File: src/rtl/crossy_pkg.sv
// Shared definitions for the crossy-road game: flow-state encodings, screen/frame
// constants used by the sequencer and the scroller, and the speed-level helper.
package crossy_pkg;

  localparam logic [1:0] ST_IDLE = 2'd0;
  localparam logic [1:0] ST_PLAY = 2'd1;
  localparam logic [1:0] ST_HIT  = 2'd2;
  localparam logic [1:0] ST_OVER = 2'd3;

  localparam int SCREEN_HEIGHT = 480;
  localparam int FRAME_CNT_W   = 6;   // frame counters cover HIT/flash spans up to 63 frames

  // Speed level is the score in whole steps, capped at the fastest level 7.
  function automatic logic [2:0] speed_of(input logic [6:0] score, input int step);
    int lvl;
    lvl = int'(score) / step;
    return (lvl > 7) ? 3'd7 : 3'(lvl);
  endfunction

endpackage

File: src/rtl/btn_debounce.sv
// Button conditioning: 2-FF synchronizer, stability counter that flips the debounced
// level, and a one-cycle press pulse coincident with the level's rising edge.
module btn_debounce #(
  parameter int DEBOUNCE_CYC = 250000
) (
  input  logic clk,
  input  logic reset,
  input  logic btn_raw,
  output logic level,
  output logic press
);

  localparam int CNT_W = (DEBOUNCE_CYC > 1) ? $clog2(DEBOUNCE_CYC) : 1;

  logic             sync1;
  logic             sync2;
  logic [CNT_W-1:0] cnt;

  // NOTE: every register here uses <= so all flops sample the pre-edge values; blocking
  // assignments would let sync2 see this cycle's sync1 and collapse the synchronizer.
  always_ff @(posedge clk) begin
    if (reset) begin
      sync1 <= 1'b0;
      sync2 <= 1'b0;
      cnt   <= '0;
      level <= 1'b0;
      press <= 1'b0;
    end else begin
      sync1 <= btn_raw;
      sync2 <= sync1;
      press <= 1'b0;
      if (sync2 == level) begin
        cnt <= '0;
      end else if (cnt == CNT_W'(DEBOUNCE_CYC - 1)) begin
        level <= sync2;
        press <= sync2;
        cnt   <= '0;
      end else begin
        cnt <= cnt + CNT_W'(1);
      end
    end
  end

endmodule

File: src/rtl/game_flow_ctrl.sv
// Game sequencer: IDLE/PLAY/HIT/OVER flow, lives, hit flash timing, scroller control
// and registered speed level derived from the score.
module game_flow_ctrl
  import crossy_pkg::*;
#(
  parameter int DEBOUNCE_CYC = 250000,
  parameter int LIVES_INIT   = 3,
  parameter int HIT_FRAMES   = 60,
  parameter int FLASH_FRAMES = 8,
  parameter int LEVEL_STEP   = 10
) (
  input  logic       clk,
  input  logic       reset,
  input  logic       btn_raw,
  input  logic       collision,
  input  logic       frame_start,
  input  logic [6:0] score,
  output logic       scroll_move,
  output logic       scroll_reset,
  output logic [1:0] state,
  output logic [1:0] lives,
  output logic [2:0] speed_level,
  output logic       flash
);

  logic btn_level;
  logic press;

  btn_debounce #(.DEBOUNCE_CYC(DEBOUNCE_CYC)) u_btn (
    .clk    (clk),
    .reset  (reset),
    .btn_raw(btn_raw),
    .level  (btn_level),
    .press  (press)
  );

  logic [FRAME_CNT_W-1:0] frame_cnt, frame_cnt_next;
  logic [FRAME_CNT_W-1:0] flash_cnt, flash_cnt_next;
  logic [1:0]             state_next;
  logic [1:0]             lives_next;
  logic                   flash_next;

  // NOTE: each next-value is defaulted to its current register first, so no path through
  // the case statement leaves a variable unassigned and no latch is inferred.
  always_comb begin
    state_next     = state;
    lives_next     = lives;
    frame_cnt_next = frame_cnt;
    flash_cnt_next = flash_cnt;
    flash_next     = flash;
    case (state)
      ST_IDLE: begin
        if (press) begin
          state_next = ST_PLAY;
          lives_next = 2'(LIVES_INIT);
        end
      end
      ST_PLAY: begin
        // A press in PLAY has no effect, so a coincident collision always wins.
        if (collision) begin
          state_next     = ST_HIT;
          lives_next     = lives - 2'd1;
          frame_cnt_next = '0;
          flash_cnt_next = '0;
          flash_next     = 1'b1;
        end
      end
      ST_HIT: begin
        if (frame_start) begin
          if (frame_cnt == FRAME_CNT_W'(HIT_FRAMES - 1)) begin
            state_next     = (lives == 2'd0) ? ST_OVER : ST_PLAY;
            frame_cnt_next = '0;
            flash_cnt_next = '0;
            flash_next     = 1'b0;
          end else begin
            frame_cnt_next = frame_cnt + FRAME_CNT_W'(1);
            if (flash_cnt == FRAME_CNT_W'(FLASH_FRAMES - 1)) begin
              flash_cnt_next = '0;
              flash_next     = ~flash;
            end else begin
              flash_cnt_next = flash_cnt + FRAME_CNT_W'(1);
            end
          end
        end
      end
      ST_OVER: begin
        if (press) state_next = ST_IDLE;
      end
      default: state_next = ST_IDLE;
    endcase
  end

  // Scroller controls are registered from the next state so they line up with state.
  always_ff @(posedge clk) begin
    if (reset) begin
      state        <= ST_IDLE;
      lives        <= 2'(LIVES_INIT);
      frame_cnt    <= '0;
      flash_cnt    <= '0;
      flash        <= 1'b0;
      scroll_reset <= 1'b1;
      scroll_move  <= 1'b0;
      speed_level  <= 3'd0;
    end else begin
      state        <= state_next;
      lives        <= lives_next;
      frame_cnt    <= frame_cnt_next;
      flash_cnt    <= flash_cnt_next;
      flash        <= flash_next;
      scroll_reset <= (state_next == ST_IDLE);
      scroll_move  <= (state_next == ST_PLAY) && btn_level;
      speed_level  <= speed_of(score, LEVEL_STEP);
    end
  end

endmodule

File: config.mk
export PLATFORM = sky130hd
export DESIGN_NAME = game_flow_ctrl
export DESIGN_NICKNAME = d
export VERILOG_FILES = /design/src/rtl/crossy_pkg.sv /design/src/rtl/btn_debounce.sv /design/src/rtl/game_flow_ctrl.sv
export SDC_FILE = /design/constraint.sdc
export NUM_CORES = 1
export LEC_CHECK = 0
export CORE_MARGIN = 8
export CORE_UTILIZATION = 51
export DETAILED_ROUTE_END_ITERATION = 8
export PLACE_DENSITY = 0.75
export SLEW_MARGIN = 15
export SYNTH_ARGS = -nofsm -noshare
export SYNTH_HDL_FRONTEND = slang
export SYNTH_SLANG_ARGS = --single-unit
File: constraint.sdc
create_clock -name clk -period 1.9 [get_ports clk]
set_clock_uncertainty 0.2 [all_clocks]
set_input_delay 0.19 -clock clk [delete_from_list [all_inputs] [get_ports clk]]
set_output_delay 0.19 -clock clk [all_outputs]
set_load 0.01 [all_outputs]
After elaboration in Yosys (flattened, before gate mapping). Index checks and enable logic that the tools add are counted.

Order comparisons: 1. Add/sub/neg operators: 4. Equality and inequality tests: 12. Bitwise logic cells: 3. Mux-type cells: 24. Divide/modulo/power cells: 1. Reduce and logical (&&, ||, !) cells: 12.

Operators by type and width (count): 6-bit 2-to-1 mux (6); 8-bit by 5-bit divider with 32-bit output, second input constant (1); 32-bit by 4-bit > comparator with 1-bit output, second input constant (1); 6-bit case mux with 2 select lines (2); 18-bit by 1-bit adder with 18-bit output, second input constant (1); 18-bit == test, second input constant (1); 2-bit 2-to-1 mux (8); 6-bit by 1-bit adder with 6-bit output, second input constant (2); 2-bit case mux with 4 select lines (1); 6-bit by 3-bit == test with 1-bit output, second input constant (1); 6-bit == test, second input constant (1); 2-bit logical NOT (3); 3-bit AND reduction (2); 3-bit OR reduction (2); 2-bit by 1-bit == test with 1-bit output, second input constant (2); 2-bit == test, second input constant (2); 1-bit 2-to-1 mux (4); 2-bit inequality test, second input constant (2); 2-bit case mux with 2 select lines (1); 4-bit AND reduction (1); 2-bit nonzero test (2); 3-bit 2-to-1 mux (1); 3-bit inequality test, second input constant (1); 1-bit inverter (3); 6 further kinds (6).

Register bits: 44. Output and inout bits: 10. Input port bits: 12.

Logic depth before layout (Yosys ltp). Gate-level depths: netlist of run 1.

Depth after elaboration: 7. Mapped depth: 7. Gate-level depth less buffers: 7.

Modules after synthesis. Synthesis of run 1 repeated with hierarchy kept, for this count alone.

Cells, all modules: 276. Area, all modules: 2307.2 sq um.

Modules (own cells, without submodules): game_flow_ctrl (cells an instance 170, instances 1, area an instance 1341.3 sq um); btn_debounce (cells an instance 106, instances 1, area an instance 965.9 sq um).

Worst setup path after synthesis of run 1. OpenSTA, ideal clock, no wires.

Kind: in2reg. Start: input port score[5]. End: register speed_level[0]. Stages on the path: 7. Buffers on the path: 0. Library setup time: 79 ps. Arrival: 1668 ps. Required time: 1621 ps. Path slack: -47 ps. Path through: or2_2 -> ha_1 -> nor2b_1 -> a21o_1 -> nand3_1 -> or3_1 -> o211ai_1.

Longest elaborated chain between the ends: 3.

RTL lines: start, declared (line game_flow_ctrl.sv:17) `input logic [6:0] score,`; 8-bit by 5-bit divider with 32-bit output (*) (line crossy_pkg.sv:16) `lvl = int'(score) / step;`; 32-bit by 4-bit > comparator with 1-bit output (line crossy_pkg.sv:17) `return (lvl > 7) ? 3'd7 : 3'(lvl);`; 3-bit 2-to-1 mux (*) (line crossy_pkg.sv:17); end signal, assigned (line game_flow_ctrl.sv:112) `speed_level <= speed_of(score, LEVEL_STEP);`; end, declared (line game_flow_ctrl.sv:22) `output logic [2:0] speed_level,`.

Every way passes the cells marked *; elsewhere a longest branch is shown, timed or not. A chain may end at the register's enable or synchronous reset.

Final worst setup path of run 1.
Start: register frame_cnt[0]. End: register flash_cnt[3].

Longest elaborated chain between the ends: 4.

RTL lines: start, declared (line game_flow_ctrl.sv:37) `logic [FRAME_CNT_W-1:0] frame_cnt, frame_cnt_next;`; start signal, assigned (line game_flow_ctrl.sv:107) `frame_cnt <= frame_cnt_next;`; 6-bit == test (line game_flow_ctrl.sv:70) `if (frame_cnt == FRAME_CNT_W'(HIT_FRAMES - 1)) begin`; 6-bit 2-to-1 mux (line game_flow_ctrl.sv:70); 6-bit 2-to-1 mux (line game_flow_ctrl.sv:69) `if (frame_start) begin`; 6-bit case mux with 2 select lines (line game_flow_ctrl.sv:51) `case (state)`; end signal, assigned (line game_flow_ctrl.sv:108) `flash_cnt <= flash_cnt_next;`; end, declared (line game_flow_ctrl.sv:38) `logic [FRAME_CNT_W-1:0] flash_cnt, flash_cnt_next;`.

Every way passes these cells. The select of a mux whose other input is x is not followed.

==> results of run 1 <==
## worst min-delay path, stage by stage
cell and delay, ns:
dlymetal6s2s_1 0.17, buf_4 0.19, nand2_1 0.06, a21oi_1 0.06
## routing by layer
metal / track usage [%] / routed length, µm / up-vias
met2: 24.1 / 2320 / 52
met3: 4.33 / 226 / 6
li1: - / - / 1067
met5: 0 / 0 / -
met4: 6.38 / 89 / 0
met1: 18.3 / 2330 / 925
## area by class of cell
class	instances	share of cell area, %
Sequential cell	44	29.9
Inverter	8	1.01
Tap cell	52	2.20
Multi-Input combinational cell	212	47.9
Timing Repair Buffer	56	16.4
Clock buffer	6	2.45
Clock inverter	1	0.169
## repair_timing
| action | 4_1_cts | 5_1_grt |
|---|---|---|
| resized for setup | 12 | 17 |
| pin swaps | 5 | 8 |
| endpoints found under the hold margin | 0 | 0 |
| setup endpoints to repair | 21 | 31 |
| setup buffers | 1 | 0 |
## cells in the final DEF, fill, tap and decap left out, types with 2 or more instances in the layout
master	synthesis	routed
nor2b_1	10	9
xnor2_1	16	16
nand3_1	11	11
or3_1	3	3
a21oi_1	18	17
dfxtp_2	0	3
clkbuf_8	0	5
dlygate4sd2_1	0	2
mux2_2	2	2
o21ai_0	10	9
nand4_1	5	5
nor3b_2	0	2
a21o_1	3	3
and3_1	5	5
xor2_1	7	7
buf_4	0	35
clkdlybuf4s50_1	0	16
and2_4	0	2
nor4b_2	1	2
inv_1	8	8
nand2_1	21	21
nor4_1	4	3
or2_2	4	3
o211ai_1	2	2
dlymetal6s2s_1	0	2
nor2_1	43	43
dfxtp_1	44	41
nand2b_1	2	2
ha_4	0	2
and3b_1	3	3
nor3_1	4	4
ha_1	5	3
nand3b_1	4	4
## state kept, by name, summed over array words and instances, names as in the netlist, 2 cells and up
| signal | cells |
|---|---|
| u_btn.cnt | 18 |
| flash_cnt | 6 |
| speed_level | 3 |
| state | 2 |
| frame_cnt | 6 |
| lives | 2 |
## logic make-up (layout without fill, tap and decap cells)
group                      after synthesis  count (layout)  share of synthesized area (%)
adders and majority gates                6               6                           3.20
AOI/OAI and AO/OA                       46              46                           12.8
muxes                                    3               3                           1.44
xor gates and xnor gates                23              23                           8.89
and+or+nand+nor                        134             134                           31.2
buffers and inverters                   18              71                           3.59
DFF                                     44              44                           38.9
## stage by stage
step	power, W	setup TNS [ns]	std cells
finish	0.00168	0	379
detailed placement	0.00113	-1.48	371
floorplan	0.00105	0	274
CTS	0.00169	0	379
global route	0.00175	-0.0220	379
global placement	0.00113	-1.08	371
## where the power goes
| part | internal, W | switching, W | leakage, nW |
|---|---|---|---|
| sequential | 0.000934 | 0.00000570 | 0.358 |
| combinational | 0.000106 | 0.0000866 | 0.722 |
| clock | 0.000250 | 0.000300 | 0.0410 |
## worst paths after layout
path | from | end | slack, ns
min | score[6] | speed_level[1]$_SDFF_PP0_ | 0.21
max | frame_cnt[0]$_SDFFE_PP0P_ | flash_cnt[3]$_SDFFE_PP0P_ | 0.05
min reg2reg | u_btn.sync1$_SDFF_PP0_ | u_btn.sync2$_SDFF_PP0_ | 0.24
max reg2reg | frame_cnt[0]$_SDFFE_PP0P_ | flash_cnt[3]$_SDFFE_PP0P_ | 0.05
## cells in the mapped netlist (2+ instances only)
| cell type | instances |
|---|---|
| dfxtp_1 | 44 |
| nor2_1 | 43 |
| nand2_1 | 21 |
| a21oi_1 | 18 |
| xnor2_1 | 16 |
| nand3_1 | 11 |
| nor2b_1 | 10 |
| o21ai_0 | 10 |
| inv_1 | 8 |
| xor2_1 | 7 |
| and3_1 | 5 |
| buf_2 | 5 |
| ha_1 | 5 |
| nand4_1 | 5 |
| clkbuf_1 | 4 |
| nand3b_1 | 4 |
| nor3_1 | 4 |
| nor4_1 | 4 |
| or2_2 | 4 |
| a21o_1 | 3 |
| and2_1 | 3 |
| and3b_1 | 3 |
| or3_1 | 3 |
| a211oi_1 | 2 |
| mux2_2 | 2 |
| nand2b_1 | 2 |
| nor3b_1 | 2 |
| o211ai_1 | 2 |
==> key figures, run 1 <==
Placed design
  – Hpwl dp: 3460 µm
  – PortBufs: 20
  – Area after DPL: 0.00276 mm²
  – Placement Setup Slack: -0.519 ns
  – GPL Wtd Cong: 0.785

Worst hold path
  – WHS Path Cells: 4
  – Worst min-delay path class: in2reg

Global route
  – Total track usage: 15.0%
  – First-pass GRT wire length: 8140 µm
  – Largest net degree at the start of global routing: 24
  – Number of global-route vias before repair: 1889
  – Grt ovf: 0
  – Initial antenna violation count: 0

Pwr
  – Pwr/cell area: 568 mW/mm²
  – LEAKAGE: 1.12 nW
  – Maximum vdd drop: 0.000484 V

Route
  – Total wire length: 4970 µm
  – Drt wl/cell: 13.1 µm
  – First-pass detailed-route iteration total: 4
  – Antenna Violating Nets Remaining: 0
  – Vias/cell: 5.41
  – DR vias: 2050
  – Drt drc: 0
  – Iter 0 DRT Violations: 116

Die
  – IO Pins: 22
  – Core ar.: 0.00432 mm²
  – Rows: 24
  – Total die area: 0.00683 mm²
  – Die H: 82.6 µm
  – Initial core utilization: 52.4%
  – Die width: 82.6 µm

Yosys
  – Warnings from Yosys: 0
  – Synth async-reset ratio: 0%
  – Cell accounting for the most synthesized area: dfxtp_1
  – Syn avg cell area: 8.27 µm²
  – Yosys cell types: 52
  – Seq/Total Area, Yosys: 38.9%
  – Syn_nets: 291
  – Yosys top cell area share: 38.9%
  – EDFF count, synth: 0
  – Mapped cell area: 0.00226 mm²
  – Most area-consuming cells after synthesis: dfxtp_1 (39%), nor2_1 (7.1%), xnor2_1 (6.2%)
  – Cells after Synth: 274
  – Post-synth top flop: dfxtp_1
  – #FFs+latches synth: 44

Setup path
  – WP depth: 8
  – Worst setup SP type: flop
  – Buf+Inv Stages, Crit Path: 2
  – CP Cell Sequence: ha_4 -> and4b_1 -> a21o_1 -> buf_4 -> buf_4 -> nor4b_2 -> a21oi_1 -> nor2_1
  – WP data required: 1.93 ns
  – CP max-delay cell: dfxtp_2
  – Crit-path max FO: 3
  – CP Class: reg2reg
  – Critical path's most frequent cell: buf_4
  – CP delay by family, top: simple AND/OR/NAND/NOR gates
  – CP max stage delay: 0.34 ns
  – Worst Reg-to-Reg Cells: 8
  – Crit path arrival time: 1.88 ns
  – Crit path capture type: flop

STA
  – Slew Limit Fails: 0
  – PnR worst setup slack: 0.0531 ns
  – Worst hold slack: 0.207 ns
  – Final setup vio count: 0
  – Fmax achieved: 0.541 GHz
  – Fin crit share: 97.2%
  – Worst slew pin tran: 0.448 ns
  – Worst slew margin: 69.7%
  – Final Hold Viols: 0
  – Tmin final: 1.85 ns

Clock network
  – CTS tree: done
  – Worst-Skew Late Latency: 0.29 ns
  – CTS Sinks: 44
  – Hold Buf Count CTS: 0
  – CTS Buf Count: 5
  – Clock-pin slew on the worst setup and hold paths: 0.08 ns
  – H-tree Lvls: 2
  – CTS max path bufs: 2
  – Clock root buffer: clkbuf_8

Cells and area
  – Multi-input gate area: 0.00142 mm²
  – Final net count: 344
  – Antenna fix cells: 0
  – Share of cells above drive strength 1: 21.4%
  – Seq. cell area: 885 µm²
  – Final core occ: 68.4%
  – Final instance area: 0.00296 mm²
  – Filler instances: 351
  – Synth-to-layout area growth: 30.7%

Run
  – Max-cap violations: 0

Outcome
  – Run status: finished, final reports clean
No activity file was read; power rests on OpenSTA's default activity.
==> inputs of run 2 (changes only) <==
ABC_CLOCK_PERIOD_IN_PS = 1900   (was unset)
==> results of run 2 <==
Final layout, timing and power as in run 1 (identical DEF).
==> inputs of run 3 (changes only) <==
ABC_CLOCK_PERIOD_IN_PS = 2100   (was 1900)
CORE_UTILIZATION = 56   (was 51)
CTS_CLUSTER_SIZE = 14   (was unset)
PLACE_DENSITY = 0.78   (was 0.75)
clock period = 2.1 ns   (was 1.9 ns; I/O delays follow)
==> run 3 against run 2 <==
Against the previous run: routed wire length fell by 6.5%; combinational power fell by 16%; hold slack better by 0.037 ns; sequential power decreased by 9.5%; global-route usage rose by 0.42 points; non-clock buffer count fell by 22; clock power fell by 8.7%; setup slack improved by 0.038 ns; first-iteration DRC count grew 32%; critical endpoint is now flash_cnt[5]$_SDFFE_PP0P_; largest power group unchanged; highest routed layer unchanged.
==> key figures, run 3 (synthesis gave the netlist of run 1 again) <==
Worst hold path
  – Hold_sp: u_btn.sync1$_SDFF_PP0_
  – WHS Path Cells: 1
  – Worst min-delay path class: reg2reg
  – Worst hold endpoint: u_btn.sync2$_SDFF_PP0_

Route
  – Post-Route M1 WL: 2160 µm
  – Drt wl/cell: 13.1 µm
  – DR WL met2: 2190 µm
  – First-pass detailed-route iteration total: 4
  – Vias/cell: 5.67
  – WL met3: 191 µm
  – Antenna Violating Nets Remaining: 0
  – Drt drc: 0
  – Iter 0 DRT Violations: 153
  – Highest metal used: met4
  – Total wire length: 4650 µm
  – DR vias: 2012

Cells and area
  – Commonest non-fill, non-tap cells in the layout: dfxtp_1 (44), nor2_1 (43), nand2_1 (21)
  – Most common cell after layout, fill and taps aside: dfxtp_1
  – Max FFs per register: 18
  – Synth-to-layout area growth: 19.3%
  – Share of cells above drive strength 1: 12.1%
  – Reg with most FFs: u_btn.cnt
  – Biggest registers after layout: u_btn.cnt x18, flash_cnt x6, frame_cnt x6
  – Antenna fix cells: 0
  – Final net count: 322

STA
  – Final Hold Viols: 0
  – Slew Limit Fails: 0
  – RSZ-0062 raised after global routing: true
  – Fmax achieved: 0.498 GHz
  – Worst slew margin: 69.6%
  – Setup TNS: 0 ns
  – Tmin final: 2.01 ns
  – Fin crit share: 95.6%
  – Worst slew pin tran: 0.451 ns
  – Final setup vio count: 0
  – PnR worst setup slack: 0.0914 ns

Die
  – Initial core utilization: 57.4%
  – Die width: 79.6 µm
  – Total die area: 0.00633 mm²
  – Core ar.: 0.00394 mm²
  – Rows: 23
  – Die H: 79.6 µm
  – IO Pins: 22

Clock network
  – CTS Buf Count: 5
  – CTS tree: done
  – CTS max path bufs: 2
  – Clock root buffer: clkbuf_8
  – Setup Fix Bufs, Post-CTS: 0
  – Worst-Skew Late Latency: 0.30 ns
  – CTS Sinks: 44
  – H-tree Lvls: 2
  – Clock-pin slew on the worst setup and hold paths: 0.08 ns

Setup path
  – Worst reg2reg startpoint: frame_cnt[0]$_SDFFE_PP0P_
  – Worst Reg-to-Reg Cells: 6
  – CP max-delay cell: or3_1
  – R2R Setup Slk: 0.09 ns
  – Worst setup SP type: flop
  – CP Class: reg2reg
  – Crit path capture type: flop
  – CP max stage delay: 0.37 ns
  – Crit-path max FO: 5
  – Reg2reg end: flash_cnt[5]$_SDFFE_PP0P_
  – WP data required: 2.14 ns
  – CP Cell Sequence: ha_2 -> and4b_1 -> a21o_1 -> or2_0 -> or3_1 -> a21oi_2
  – Crit path arrival time: 2.05 ns

Global route
  – Grt ovf: 0
  – Largest net degree at the start of global routing: 24
  – First-pass GRT wire length: 8080 µm
  – Initial antenna violation count: 0
  – Number of global-route vias before repair: 1899
  – Total track usage: 15.4%

Placed design
  – GPL Wtd Cong: 0.797
  – PortBufs: 20
  – Hpwl dp: 3250 µm
  – Placement Setup Slack: -0.367 ns

Pwr
  – Pwr/cell area: 561 mW/mm²
  – LEAKAGE: 0.954 nW
  – Clock share of power: 33.1%
  – Maximum vdd drop: 0.000397 V
  – Sw Pwr: 0.000356 W
  – PnR Total Power: 0.00151 W
  – Switching share of power: 23.5%
  – Comb pwr share: 10.7%
  – Pint: 0.00116 W
  – Seq pwr share: 56.2%

Run
  – Max-cap violations: 0

Outcome
  – Run status: finished, final reports clean
## run 3: cell count changes in the layout (fill, tap and decap cells not counted), sizes merged
cell,change
buf,-22
clkdlybuf4s50,+4
clkinvlp,+1
dlygate4sd2,-2
clkbuf,-1
dlymetal6s2s,-2
## run 3: layer usage
metal,up-vias,global-route usage (%)
met5,-,0
met4,0,7.78
met3,9,3.38
met2,45,24.9
met1,940,18.7
li1,1018,-
## run 3: critical path: cells and delay by family, from the launching register on
kind | cells | cell delay (ns)
compound gates | 2 | 0.36
simple gates | 3 | 0.82
fa+ha+maj | 1 | 0.22
flops | 1 | 0.35
## run 3: worst max path at each step
| stage | start | end | cells after the start |
|---|---|---|---|
| 3_3_place_gp | score[5] | speed_level[0]$_SDFF_PP0_ | 8 |
| 3_5_place_dp | score[5] | speed_level[0]$_SDFF_PP0_ | 8 |
| 5_1_grt | frame_cnt[0]$_SDFFE_PP0P_ | scroll_reset$_SDFF_PP1_ | 6 |
| 4_1_cts | score[5] | speed_level[0]$_SDFF_PP0_ | 8 |
| 6_report | frame_cnt[0]$_SDFFE_PP0P_ | flash_cnt[5]$_SDFFE_PP0P_ | 6 |
| 2_1_floorplan | score[5] | speed_level[0]$_SDFF_PP0_ | 7 |
## run 3: what timing repair did
| action | in CTS | in global routing |
|---|---|---|
| hold buffers | 0 | 0 |
| gates resized for setup | 3 | 6 |
| endpoints found under the setup margin | 2 | 5 |
| gates cloned | 0 | 0 |
| pin swaps | 1 | 1 |
## run 3: layout make-up
cell class / count / area [µm²]
fill: 325 / 1240
clock buffer: 5 / 68.8
inverter: 8 / 30.0
multi-input combinational: 212 / 1340
tap: 50 / 62.6
clock inverter: 2 / 12.5
sequential: 44 / 881
timing repair buffer: 34 / 305
## run 3: power by group through the flow
stage,combinational [W],clock (W),sequential [W]
floorplan,0.0000744,0,0.000874
detailed placement,0.000150,0,0.000871
global route,0.000176,0.000556,0.000853
global placement,0.000148,0,0.000871
CTS,0.000153,0.000519,0.000851
finish,0.000162,0.000502,0.000851
## run 3: through the flow
step | cell area [µm²] | instances | util [%] | hold WS [ns]
finish | 2700 | 355 | 68.5 | 0.244
global placement | 2580 | 348 | 65.5 | 0.221
global route | 2700 | 355 | 68.5 | 0.264
detailed placement | 2580 | 348 | 65.5 | 0.230
floorplan | 2260 | 274 | - | 0.138
CTS | 2670 | 355 | 67.8 | 0.248
==> edit 1 (config.mk and constraints of run 1) <==
`DEBOUNCE_CYC` is set to 250000 in 2 places; all go to 125000.
--- a/src/rtl/btn_debounce.sv
+++ b/src/rtl/btn_debounce.sv
@@ -2,5 +2,5 @@
 // level, and a one-cycle press pulse coincident with the level's rising edge.
 module btn_debounce #(
-  parameter int DEBOUNCE_CYC = 250000
+  parameter int DEBOUNCE_CYC = 125000
 ) (
   input  logic clk,
--- a/src/rtl/game_flow_ctrl.sv
+++ b/src/rtl/game_flow_ctrl.sv
@@ -4,5 +4,5 @@
   import crossy_pkg::*;
 #(
-  parameter int DEBOUNCE_CYC = 250000,
+  parameter int DEBOUNCE_CYC = 125000,
   parameter int LIVES_INIT   = 3,
   parameter int HIT_FRAMES   = 60,
Function: no difference found for any inputs over 10 cycles, from zero or initial values and one cycle with reset high; that may be too few to reach the edited logic, so the function may still have changed.
==> edit 1 against run 1 <==
  * Global-route usage is 0.64 points lower
  * Sequential power is 2.2% lower
  * Critical endpoint is now scroll_move$_SDFF_PP0_
  * Power increased by 0.78%
  * Die area shrank 3.2%
  * Worst setup slack gained 0.029 ns
  * Area after synthesis is 4.0% lower
  * First-iteration DRC count down 27%
  * Final area decreased by 7.0%
  * Sequential cell count is 1 lower
  * Clock power rose by 7.8%
  * Routed wire length is 10% lower
==> edit 1: results (changes against run 1) <==
* Reg2Reg Depth at 5 (-3)
* CP max stage cell: or4_4
* Core Util, Final at 0.678 (-0.00593)
* Syn Area/Cell at 8.43 um^2 (+2.0%)
* Leakage at 1.06 nW (-5.6%)
* Number of placed cells counting well taps at 342 (-7.8%)
* Multi-input gate count at 199 (-6.1%)
* Synth Area in Compound Gates at 0.114 (-0.0143)
* R2R Path End: scroll_move$_SDFF_PP0_
* Clock buffer count at 5 (-1)
* GR Util met2 at 0.235 (-0.00650)
* Worst-path fanout max at 2 (-1)
* Peak VDD IR at 0.000397 V (-18%)
* Reg-to-reg startpoint: lives[0]$_SDFFE_PP1P_
* Clk cell area share at 0.0341 (+0.00788)
* Mux contribution to synthesized area at 0.0138 (-0.000556)
* Gpl congestion at 0.843 (+7.3%)
* Post-route setup slack at 0.0825 ns (+0.0294 ns)
* Sequential cell area share at 0.315 (+0.0156)
* Metal-1 WL at 2.13 mm (-8.5%)
* Post-synthesis sequential area ratio at 0.396 (+0.00691)
* Drt total wl at 4.45 mm (-10%)
* Total track usage at 0.144 (-0.00644)
* Status: finished clean
* Syn Nets at 275 (-5.5%)
-- edit 1: cell types whose count changed after synthesis, moves of 4 or more --
cell / before / now
a21oi_1: 18 / 8
xor2_1: 7 / 16
nor2b_1: 10 / 3
nand3_1: 11 / 6
nand4_1: 5 / 10
xnor2_1: 16 / 11
and3_1: 5 / 9
buf_4: 0 / 4
nor2_1: 43 / 47
o21ai_0: 10 / 6
-- edit 1: cells by family after synthesis --
group | after synthesis
AOI/OAI and AO/OA | 36
xor gates and xnor gates | 27
adders and majority gates | 5
buffers and inverters | 16
DFF | 43
muxes | 3
and+or+nand+nor | 128
-- edit 1: where the power goes --
| part | switching, mW | internal, mW | total, mW |
|---|---|---|---|
| registers | 0.00746 | 0.912 | 0.919 |
| logic | 0.0826 | 0.100 | 0.183 |
| clock network | 0.330 | 0.263 | 0.593 |
-- edit 1: timing repair --
action	in CTS	in global routing
gates resized for setup	11	15
setup buffers	2	3
pin swaps	6	10
gates cloned	0	0
endpoints found under the hold margin	0	0
setup endpoints to repair	2	29
==> edit 2 (settings of run 1) <==
Made on the original files. Compare `frame_cnt` against `FRAME_CNT_W'(HIT_FRAMES - 1)` with >= in place of ==.
--- a/src/rtl/game_flow_ctrl.sv
+++ b/src/rtl/game_flow_ctrl.sv
@@ -68,5 +68,5 @@
       ST_HIT: begin
         if (frame_start) begin
-          if (frame_cnt == FRAME_CNT_W'(HIT_FRAMES - 1)) begin
+          if (frame_cnt >= FRAME_CNT_W'(HIT_FRAMES - 1)) begin
             state_next     = (lives == 2'd0) ? ST_OVER : ST_PLAY;
             frame_cnt_next = '0;
Behaviour: same outputs for any inputs over 10 cycles, from zero or initial values and one cycle with reset high; that may be too few to reach the edited logic, so the function may still have changed.
==> edit 2 against run 1 <==
  * Area after synthesis down 1.2%
  * Clock power up 37%
  * Synthesized cell count down 1.5%
  * Global-route usage down 0.17 points
  * Power up 9.3%
  * Routed wire length down 8.5%
  * Worst setup slack better by 0.011 ns
  * Combinational power down 21%
  * Sequential cell count unchanged
  * Final area down 5.7%
  * Highest routed layer unchanged
==> edit 2: results (changes against run 1) <==
* Post-synthesis sequential area ratio at 0.394 (+0.00479)
* Total track usage at 0.148 (-0.00174)
* Syn Nets at 287 (-1.4%)
* Leakage at 1.02 nW (-9.1%)
* Crit path to: speed_level[0]$_SDFF_PP0_
* Mux contribution to synthesized area at 0.0157 (+0.00130)
* Status: finished clean
* Adder-cell share of the synthesized area at 0.0280 (-0.00408)
* R2R Path End: scroll_reset$_SDFF_PP1_
* Synth Area in Compound Gates at 0.163 (+0.0351)
* Filler Cells Inserted at 371 (+5.7%)
* CTS Root Cell: clkbuf_8
* Flop pwr share at 0.507 (-0.052)
* 1st-pass router iterations at 6 (+2)
* WL/cell at 12.5 um (-4.7%)
* Initial antenna violation count at 0 (unchanged)
* Synth area leaders: dfxtp_1 (39%), nor2_1 (7.7%), a21oi_1 (4.7%), xnor2_1 (4.7%), nand2_1 (3.2%)
* Vias per cell at 5.41 (about the same)
* Drt total wl at 4.55 mm (-8.5%)
* Synth cell types at 48 (-7.7%)
* Number of placed cells counting well taps at 354 (-4.6%)
* Hold Crit Depth at 2 (-2)
* Biggest regs: u_btn.cnt x18, flash_cnt x6, frame_cnt x6
* Async set-reset flop share out of synthesis at 0 (unchanged)
* Largest net degree at the start of global routing at 25 (+4.2%)
* Crit share post-route at 0.966 (-0.00601)
* Syn Area/Cell at 8.29 um^2 (+0.25%)
* Internal power at 1.44 mW (+12%)
* Final-stage net count at 328 (-4.7%)
* # port buffers at 20 (unchanged)
* Gpl congestion at 0.824 (+4.9%)
* Reg2Reg Depth at 6 (-2)
* Commonest cells post-synth: nor2_1 (46), dfxtp_1 (44), a21oi_1 (21)
* Worst hold slack at 0.231 ns (+0.0245 ns)
* Initial drt markers at 89 (-23%)
* Num CTS Buffers at 5 (unchanged)
* Worst hold endpoint: u_btn.sync1$_SDFF_PP0_
* Combinational share of power at 0.083 (-0.031)
* Hold Path Origin: btn_raw
* DP HPWL at 3.28 mm (-5.4%)
* Setup WS pre-CTS at -0.455 ns (+0.0631 ns)
* Peak VDD IR at 0.000414 V (-15%)
* Post-Synth XOR/XNOR Area at 0.0783 (-0.0107)
* First-pass GRT wire length at 8.01 mm (-1.6%)
* Least-Margin Pin Slew at 0.374 ns (-0.0741 ns)
* Worst Setup SP: score[4]
* Top_reg_cell synth: dfxtp_1
* Vias in the first global route at 1898 (+0.48%)
* Flop-to-flop setup slack at 0.08 ns (+0.03 ns)
* Layout cells sized above 1 at 0.167 (-0.0474)
* # diodes at 0 (unchanged)
## edit 2: cell types whose count changed after synthesis, sizes merged, moves of 3 or more
cell,before,now
nand2b,2,8
nand2,22,19
nor2,43,46
xnor2,16,12
or3,4,0
a311oi,0,3
a21oi,18,21
nor3,4,8
a22oi,0,3
and3b,3,0
## edit 2: worst max-delay path, cell delays in order
cell and delay [ns]:
dlygate4sd2_1 0.26, nor2_4 0.12, inv_2 0.05, ha_4 0.21, or4b_4 0.53, o221ai_2 0.09, a21o_1 0.14, a32o_1 0.15
a31o_2 0.13
## edit 2: metrics by stage
step           area, um^2  power [mW]
2_1_floorplan        2270        1.04
3_3_place_gp         2640        1.10
3_5_place_dp         2640        1.11
4_1_cts              2760        1.86
5_1_grt              2790        1.91
6_report             2790        1.84
## edit 2: cell type report
type                    count  area (um^2)  area share
well taps                  52         65.1      0.0233
multi-input cells         207         1300       0.466
clock buffers               6         82.6      0.0296
inverters                   6         22.5     0.00807
clock inverters             2         38.8      0.0139
flip-flops and latches     44          882       0.316
repair buffers             47          399       0.143
## edit 2: logic make-up after synthesis
logic type,count (synthesis)
AO/OA/AOI/OAI,54
XOR/XNOR,20
adder cells (fa/ha/maj),5
buffers and inverters,19
flip-flops,44
multiplexers,3
AND/OR/NAND/NOR,125
## edit 2: routing by layer
metal  wire [um]  part of all wire  vias to the layer above  track usage
met1        2090              0.46                      913        0.168
met5           0                 0                        -            0
li1            -                 -                     1029            -
met2        2260              0.50                       21        0.261
met3         124             0.027                        5       0.0357
met4          70             0.015                        0       0.0579
## edit 2: timing repair
| action | 4_1_cts | 5_1_grt |
|---|---|---|
| buffers inserted | 0 | 2 |
| pin swaps | 0 | 1 |
| gates resized for setup | 3 | 7 |
| setup endpoints to repair | 1 | 23 |
| cloned | 0 | 0 |
